[src/rtl/timer_bank_if.sv]
// Avalon-MM host bus between timer_bank_ctrl and the timer bank.
// Timer i sits at address i, and the bank returns read data combinationally.
interface timer_bank_if;
   logic [2:0]  avm_address;
   logic        avm_read;
   logic        avm_write;
   logic [31:0] avm_writedata;
   logic [31:0] avm_readdata;

   modport master (
      output avm_address, avm_read, avm_write, avm_writedata,
      input  avm_readdata
   );

   modport slave (
      input  avm_address, avm_read, avm_write, avm_writedata,
      output avm_readdata
   );
endinterface

[src/rtl/timer_bank_ctrl.sv]
// Serves start/stop requests to a bank of hardware timers over AVMM.
// When no request is waiting, it polls the timers round-robin for expiry.
module timer_bank_ctrl #(
   parameter int NUM_TIMERS  = 3,
   parameter int TIMER_WIDTH = 20
) (
   input  logic                              clk,
   input  logic                              resetn,
   input  logic [NUM_TIMERS-1:0]             start_req,
   input  logic [NUM_TIMERS-1:0]             stop_req,
   input  logic [NUM_TIMERS*TIMER_WIDTH-1:0] load_value,
   input  logic                              poll_en,
   output logic [NUM_TIMERS-1:0]             req_ack,
   output logic [NUM_TIMERS-1:0]             expired,
   output logic [NUM_TIMERS-1:0]             running,
   timer_bank_if.master                      bus
);

   localparam int IDX_W = (NUM_TIMERS > 1) ? $clog2(NUM_TIMERS) : 1;

   typedef enum logic [2:0] {IDLE, WRITE, READ, CHECK, CLEAR} state_t;

   state_t                 state, state_next;
   logic [IDX_W-1:0]       wr_ptr, poll_ptr, sel_idx, clr_idx, pick_idx;
   logic                   pick_found;
   logic [31:0]            sel_data, pick_data;
   logic                   rd_active;
   logic [TIMER_WIDTH-1:0] rd_count;
   logic [NUM_TIMERS-1:0]  pending;
   logic                   hit;
   int                     cand;

   function automatic logic [IDX_W-1:0] next_idx(input logic [IDX_W-1:0] idx);
      if (int'(idx) == NUM_TIMERS - 1)
         return '0;
      return idx + IDX_W'(1);
   endfunction

   // Pulses are gated by resetn so that a reset abandons a transaction without an ack or expiry.
   always_comb begin
      req_ack = '0;
      if (state == WRITE)
         req_ack[sel_idx] = resetn;
   end

   assign pending = (start_req | stop_req) & ~req_ack;
   assign hit     = rd_active && (rd_count == '0);

   always_comb begin
      pick_found = 1'b0;
      pick_idx   = '0;
      cand       = 0;
      for (int k = 0; k < NUM_TIMERS; k++) begin
         cand = int'(wr_ptr) + k;
         if (cand >= NUM_TIMERS)
            cand = cand - NUM_TIMERS;
         if (!pick_found && pending[cand]) begin
            pick_found = 1'b1;
            pick_idx   = IDX_W'(cand);
         end
      end
   end

   // Stop wins over start: a stop writes all zeros, which also drops the active bit.
   always_comb begin
      pick_data = '0;
      if (!stop_req[pick_idx]) begin
         pick_data[28]            = 1'b1;
         pick_data[TIMER_WIDTH-1:0] = load_value[int'(pick_idx)*TIMER_WIDTH +: TIMER_WIDTH];
      end
   end

   always_comb begin
      state_next        = state;
      expired           = '0;
      bus.avm_read      = 1'b0;
      bus.avm_write     = 1'b0;
      bus.avm_address   = '0;
      bus.avm_writedata = '0;
      case (state)
         IDLE: begin
            if (pick_found)
               state_next = WRITE;
            else if (poll_en)
               state_next = READ;
         end
         WRITE: begin
            bus.avm_write     = 1'b1;
            bus.avm_address   = 3'(sel_idx);
            bus.avm_writedata = sel_data;
            state_next        = IDLE;
         end
         READ: begin
            bus.avm_read    = 1'b1;
            bus.avm_address = 3'(poll_ptr);
            state_next      = CHECK;
         end
         CHECK: begin
            if (hit) begin
               expired[poll_ptr] = resetn;
               state_next        = CLEAR;
            end else begin
               state_next = IDLE;
            end
         end
         CLEAR: begin
            bus.avm_write   = 1'b1;
            bus.avm_address = 3'(clr_idx);
            state_next      = IDLE;
         end
         default: state_next = IDLE;
      endcase
   end

   always_ff @(posedge clk) begin
      if (!resetn) begin
         state     <= IDLE;
         wr_ptr    <= '0;
         poll_ptr  <= '0;
         running   <= '0;
         sel_idx   <= '0;
         sel_data  <= '0;
         clr_idx   <= '0;
         rd_active <= 1'b0;
         rd_count  <= '0;
      end else begin
         state <= state_next;
         case (state)
            IDLE: begin
               if (pick_found) begin
                  sel_idx  <= pick_idx;
                  sel_data <= pick_data;
               end
            end
            WRITE: begin
               running[sel_idx] <= sel_data[28];
               wr_ptr           <= next_idx(sel_idx);
            end
            READ: begin
               rd_active <= bus.avm_readdata[28];
               rd_count  <= bus.avm_readdata[TIMER_WIDTH-1:0];
            end
            CHECK: begin
               clr_idx  <= poll_ptr;
               poll_ptr <= next_idx(poll_ptr);
            end
            CLEAR: running[clr_idx] <= 1'b0;
            default: ;
         endcase
      end
   end

endmodule

[src/flat_wrapper.sv]
// flat-port wrapper written by rule: the top's interface ports become plain ports
module timer_bank_ctrl_flat 
#(
   parameter int NUM_TIMERS  = 3,
   parameter int TIMER_WIDTH = 20
)
  (clk, resetn, start_req, stop_req, load_value, poll_en, req_ack, expired, running, bus_avm_address, bus_avm_read, bus_avm_write, bus_avm_writedata, bus_avm_readdata);
  timer_bank_if bus_i ();
  input  logic clk;
  input  logic resetn;
  input  logic [NUM_TIMERS-1:0] start_req;
  input  logic [NUM_TIMERS-1:0] stop_req;
  input  logic [NUM_TIMERS*TIMER_WIDTH-1:0] load_value;
  input  logic poll_en;
  output logic [NUM_TIMERS-1:0] req_ack;
  output logic [NUM_TIMERS-1:0] expired;
  output logic [NUM_TIMERS-1:0] running;
  output wire logic [$bits(bus_i.avm_address)-1:0] bus_avm_address;
  output wire logic [$bits(bus_i.avm_read)-1:0] bus_avm_read;
  output wire logic [$bits(bus_i.avm_write)-1:0] bus_avm_write;
  output wire logic [$bits(bus_i.avm_writedata)-1:0] bus_avm_writedata;
  input wire logic [$bits(bus_i.avm_readdata)-1:0] bus_avm_readdata;
  assign bus_avm_address = bus_i.avm_address;
  assign bus_avm_read = bus_i.avm_read;
  assign bus_avm_write = bus_i.avm_write;
  assign bus_avm_writedata = bus_i.avm_writedata;
  assign bus_i.avm_readdata = bus_avm_readdata;
  timer_bank_ctrl #(.NUM_TIMERS(NUM_TIMERS), .TIMER_WIDTH(TIMER_WIDTH)) u_core (.clk(clk), .resetn(resetn), .start_req(start_req), .stop_req(stop_req), .load_value(load_value), .poll_en(poll_en), .req_ack(req_ack), .expired(expired), .running(running), .bus(bus_i));
endmodule
[config.mk]
export PLATFORM = sky130hd
export DESIGN_NAME = timer_bank_ctrl_flat
export DESIGN_NICKNAME = d
export VERILOG_FILES = /design/src/rtl/timer_bank_if.sv /design/src/rtl/timer_bank_ctrl.sv /design/src/flat_wrapper.sv
export SDC_FILE = /design/constraint.sdc
export NUM_CORES = 1
export LEC_CHECK = 0
export ABC_CLOCK_PERIOD_IN_PS = 6100
export BUFFER_PORTS_ARGS = -buffer_cell sky130_fd_sc_hd__buf_2
export CORE_AREA = 2 2 85 87
export DETAILED_ROUTE_END_ITERATION = 12
export DIE_AREA = 0 0 87 89
export PLACE_DENSITY = 0.77
export RECOVER_POWER = 25
export SLEW_MARGIN = 0
export SYNTH_ARGS = -nofsm -noshare
export SYNTH_HDL_FRONTEND = slang
export SYNTH_SLANG_ARGS = --single-unit
[constraint.sdc]
create_clock -name clk -period 6.1 [get_ports clk]
set_input_delay 0.61 -clock clk [delete_from_list [all_inputs] [get_ports clk]]
set_output_delay 0.61 -clock clk [all_outputs]
set_load 0.005 [all_outputs]
==> run_results.csv <==
group,metric,value,unit
global_routing,grt_pass1_vias,2622,
sta,max_freq,221,MHz
synth,yosysTopAreaCell,"dfxtp_1",
sta,skew,0.0159,ns
placement,gp_congestion,0.836,
die,die_x,87,µm
detailed_routing,drt_drc_violations_left,0,
sta,finalCritPeriodShare,0.740,
setup_path,critPathKind,"input port to register",
global_routing,overflow,0,
global_routing,grt_pass1_wl,11.5,mm
sta,hold_viol_final,0,
setup_path,cp.required,6.29,ns
sta,maxSlewViolCount,0,
synth,ys_ff_latch,56,
placement,port_buffers,123,
power_and_ir_drop,p_per_area,253,nW/µm²
sta,period_minus_slack,4.51,ns
detailed_routing,ant_nets,0,
cells_and_area,fin_util,0.541,
sta,rsz0062_at_grt,"no",
sta,finalSetupTns,0,ns
synth,yosys_warnings,0,
clock_network,clock-root-buffer,"clkbuf_8",
setup_path,crit_buf_inv,2,
setup_path,cp_slowest_cell,"nand4b_1",
hold_path,min_from,"u_core.rd_count[10]",
die,io_pins,147,
detailed_routing,viasPerCell,5.24,
synth,ys.flop_type,"dfxtp_1",
synth,avgSynthCellArea,7.94,µm²
clock_network,tritoncts,"built",
detailed_routing,wirelength,7.33,mm
setup_path,cp.arrival,4.70,ns
setup_path,path_delay_family,"simple AND/OR/NAND/NOR gates",
clock_network,cts_buffers,5,
synth,async_reset_ff_frac,0,
die,dieArea,7740,µm²
clock_network,clk_latency,0.31,ns
clock_network,cts.clk_slew.worst_paths,0.11,ns
synth,ys_seq_area_frac,0.378,
global_routing,grt_usage,0.182,
clock_network,cts_buffer_depth,2,
cells_and_area,nNetsFinal,582,
setup_path,regToRegStartpoint,"u_core.state[0]",
die,coreArea,6720,µm²
global_routing,antenna_found_initial,0,
detailed_routing,avgRoutedWirePerCell,13.1,µm
synth,ys_top_cells_by_area,"dfxtp_1, nor2_1, nand2_1",
sta,setup_ws,1.59,ns
placement,dp_slack,1.45,ns
detailed_routing,drtIter0Drc,102,
placement,hpwlAfterDp,5.53,mm
hold_path,hp-class,"register to register",
die,fp.dieH,89,µm
detailed_routing,firstDrtPassIters,4,
setup_path,setup.worst_path.start,"resetn",
synth,netlist_area,2960,µm²
setup_path,worstPathCellList,"buf_2 > buf_4 > nor4bb_1 > a221o_1 > nand3_1 > a31oi_1 > nand4b_1 > o32ai_1",
power_and_ir_drop,p_leak,1.61,nW
die,rows,30,
global_routing,grt_max_degree,40,
die,start_util,0.441,
status,status,"finished, final reports clean",
clock_network,postCtsHoldBufs,0,
synth,synth_edf_count,0,
cells_and_area,synthToLayoutAreaGrowth,22.6,%
clock_network,cts_sinks,56,
clock_network,cts_resized,0,
sta,slew_headroom,0.286,
setup_path,critPathLaunchType,"input port",
synth,synthCells,373,
clock_network,htreeDepth,2,
setup_path,cp_max_fo,39,
setup_path,crit_path_end_kind,"register",
synth,synth_top_area_frac,0.378,
synth,synth.distinct_cells,52,
detailed_routing,num_vias,2937,
clock_network,postCtsSetupBuffers,0,
sta,setup_violations,0,
job,drv_cap,0,
sta,worst_pin_slew,1.07,ns
cells_and_area,drive_above_1_share,0.306,
cells_and_area,diodes,0,
setup_path,max_stage_delay,0.88,ns
power_and_ir_drop,ir_drop,0.131,mV
==> placed cells by master, fill, tap and decap left out, types with 2 or more instances in the layout <==
cell type and count:
a21oi_1 3, a21boi_0 24, clkbuf_2 2, and3_1 2
ha_1 2, nor3_1 4, nand2_1 55, clkinv_4 2
nor2b_1 5, or2_2 2, nor2_1 57, or4_1 2
nand3_1 4, nand2b_1 5, clkbuf_8 5, a21boi_1 2
inv_1 25, mux2i_1 4, conb_1 12, and3b_1 2
dfxtp_1 56, and2_0 2, and2_1 4, a22oi_1 2
buf_2 121, o32ai_1 11, o22ai_1 23, o21ai_0 2
nor3b_1 2, nor4_1 3, o32ai_2 9, a211o_1 3
==> synthesized netlist by cell type, types with 2 or more instances <==
master and count:
nor2_1 57, dfxtp_1 56, nand2_1 55, inv_1 25
a21boi_0 24, o22ai_1 23, clkbuf_1 16, buf_4 13
o32ai_1 11, o32ai_2 9, and2_1 6, buf_2 5
nand2b_1 5, nor2b_1 5, mux2i_1 4, nand3_1 4
nor3_1 4, a211o_1 3, a21oi_1 3, nor4_1 3
a21boi_1 2, a22oi_1 2, and3_1 2, and3b_1 2
buf_1 2, ha_1 2, nor3b_1 2, o21ai_0 2
or2_2 2, or4_1 2
==> registers in the layout, summed over array words and instances (netlist names) <==
register          flops
u_core.clr_idx        2
u_core.sel_idx        2
u_core.state          3
u_core.poll_ptr       2
u_core.sel_data      21
u_core.rd_active      1
u_core.rd_count      20
u_core.wr_ptr         2
u_core.running        3
==> metrics by stage <==
stage	area, µm²	power [mW]	hold slack (ns)	instances
6_report	3630	0.918	0.465	560
2_1_floorplan	3000	0.638	0.438	384
4_1_cts	3640	0.927	0.470	560
5_1_grt	3630	0.979	0.494	560
3_3_place_gp	3540	0.708	0.448	552
3_5_place_dp	3540	0.717	0.455	552
==> final cells by class <==
type                    instances  area [µm²]
fillers                       653        3090
multi-input cells             266        1600
flip-flops and latches         56        1120
repair buffers                124         623
well taps                      80         100
inverters                      26        97.6
clock buffers                   5        68.8
clock inverters                 3        26.3
==> final timing paths <==
check,end,cells past startpoint,slack [ns]
max,u_core.sel_data[8],8,1.59
max reg2reg,u_core.sel_data[8],6,1.71
min,u_core.rd_count[10],2,0.46
min reg2reg,u_core.rd_count[10],2,0.46
==> worst reg2reg max path, stage by stage, from the launching register on <==
cell	delay [ns]
dfxtp_1	0.60
nor4bb_1	0.71
a221o_1	0.32
nand3_1	0.64
a31oi_1	0.48
nand4b_1	0.88
o32ai_1	0.65
==> cell families after synthesis <==
kind of cell / after synthesis / share of synthesized area
flip-flops: 56 / 0.378
buffers and inverters: 62 / 0.0971
other: 1 / 0.00127
AO/OA/AOI/OAI: 89 / 0.248
AND/OR/NAND/NOR: 157 / 0.247
XOR/XNOR: 1 / 0.00296
adder cells (fa/ha/maj): 3 / 0.0118
multiplexers: 4 / 0.0135
==> power breakdown <==
group	switching [mW]	internal [mW]
clock network	0.125	0.0840
logic	0.165	0.120
registers	0.0196	0.403
==> metal layers <==
layer	GRT usage	vias up	routed length, µm
met5	0	-	0
met4	0.0511	0	47
met3	0.0323	8	423
met2	0.325	101	3730
met1	0.225	1345	3130
li1	-	1483	-
Power figures use the tool's default switching activity.
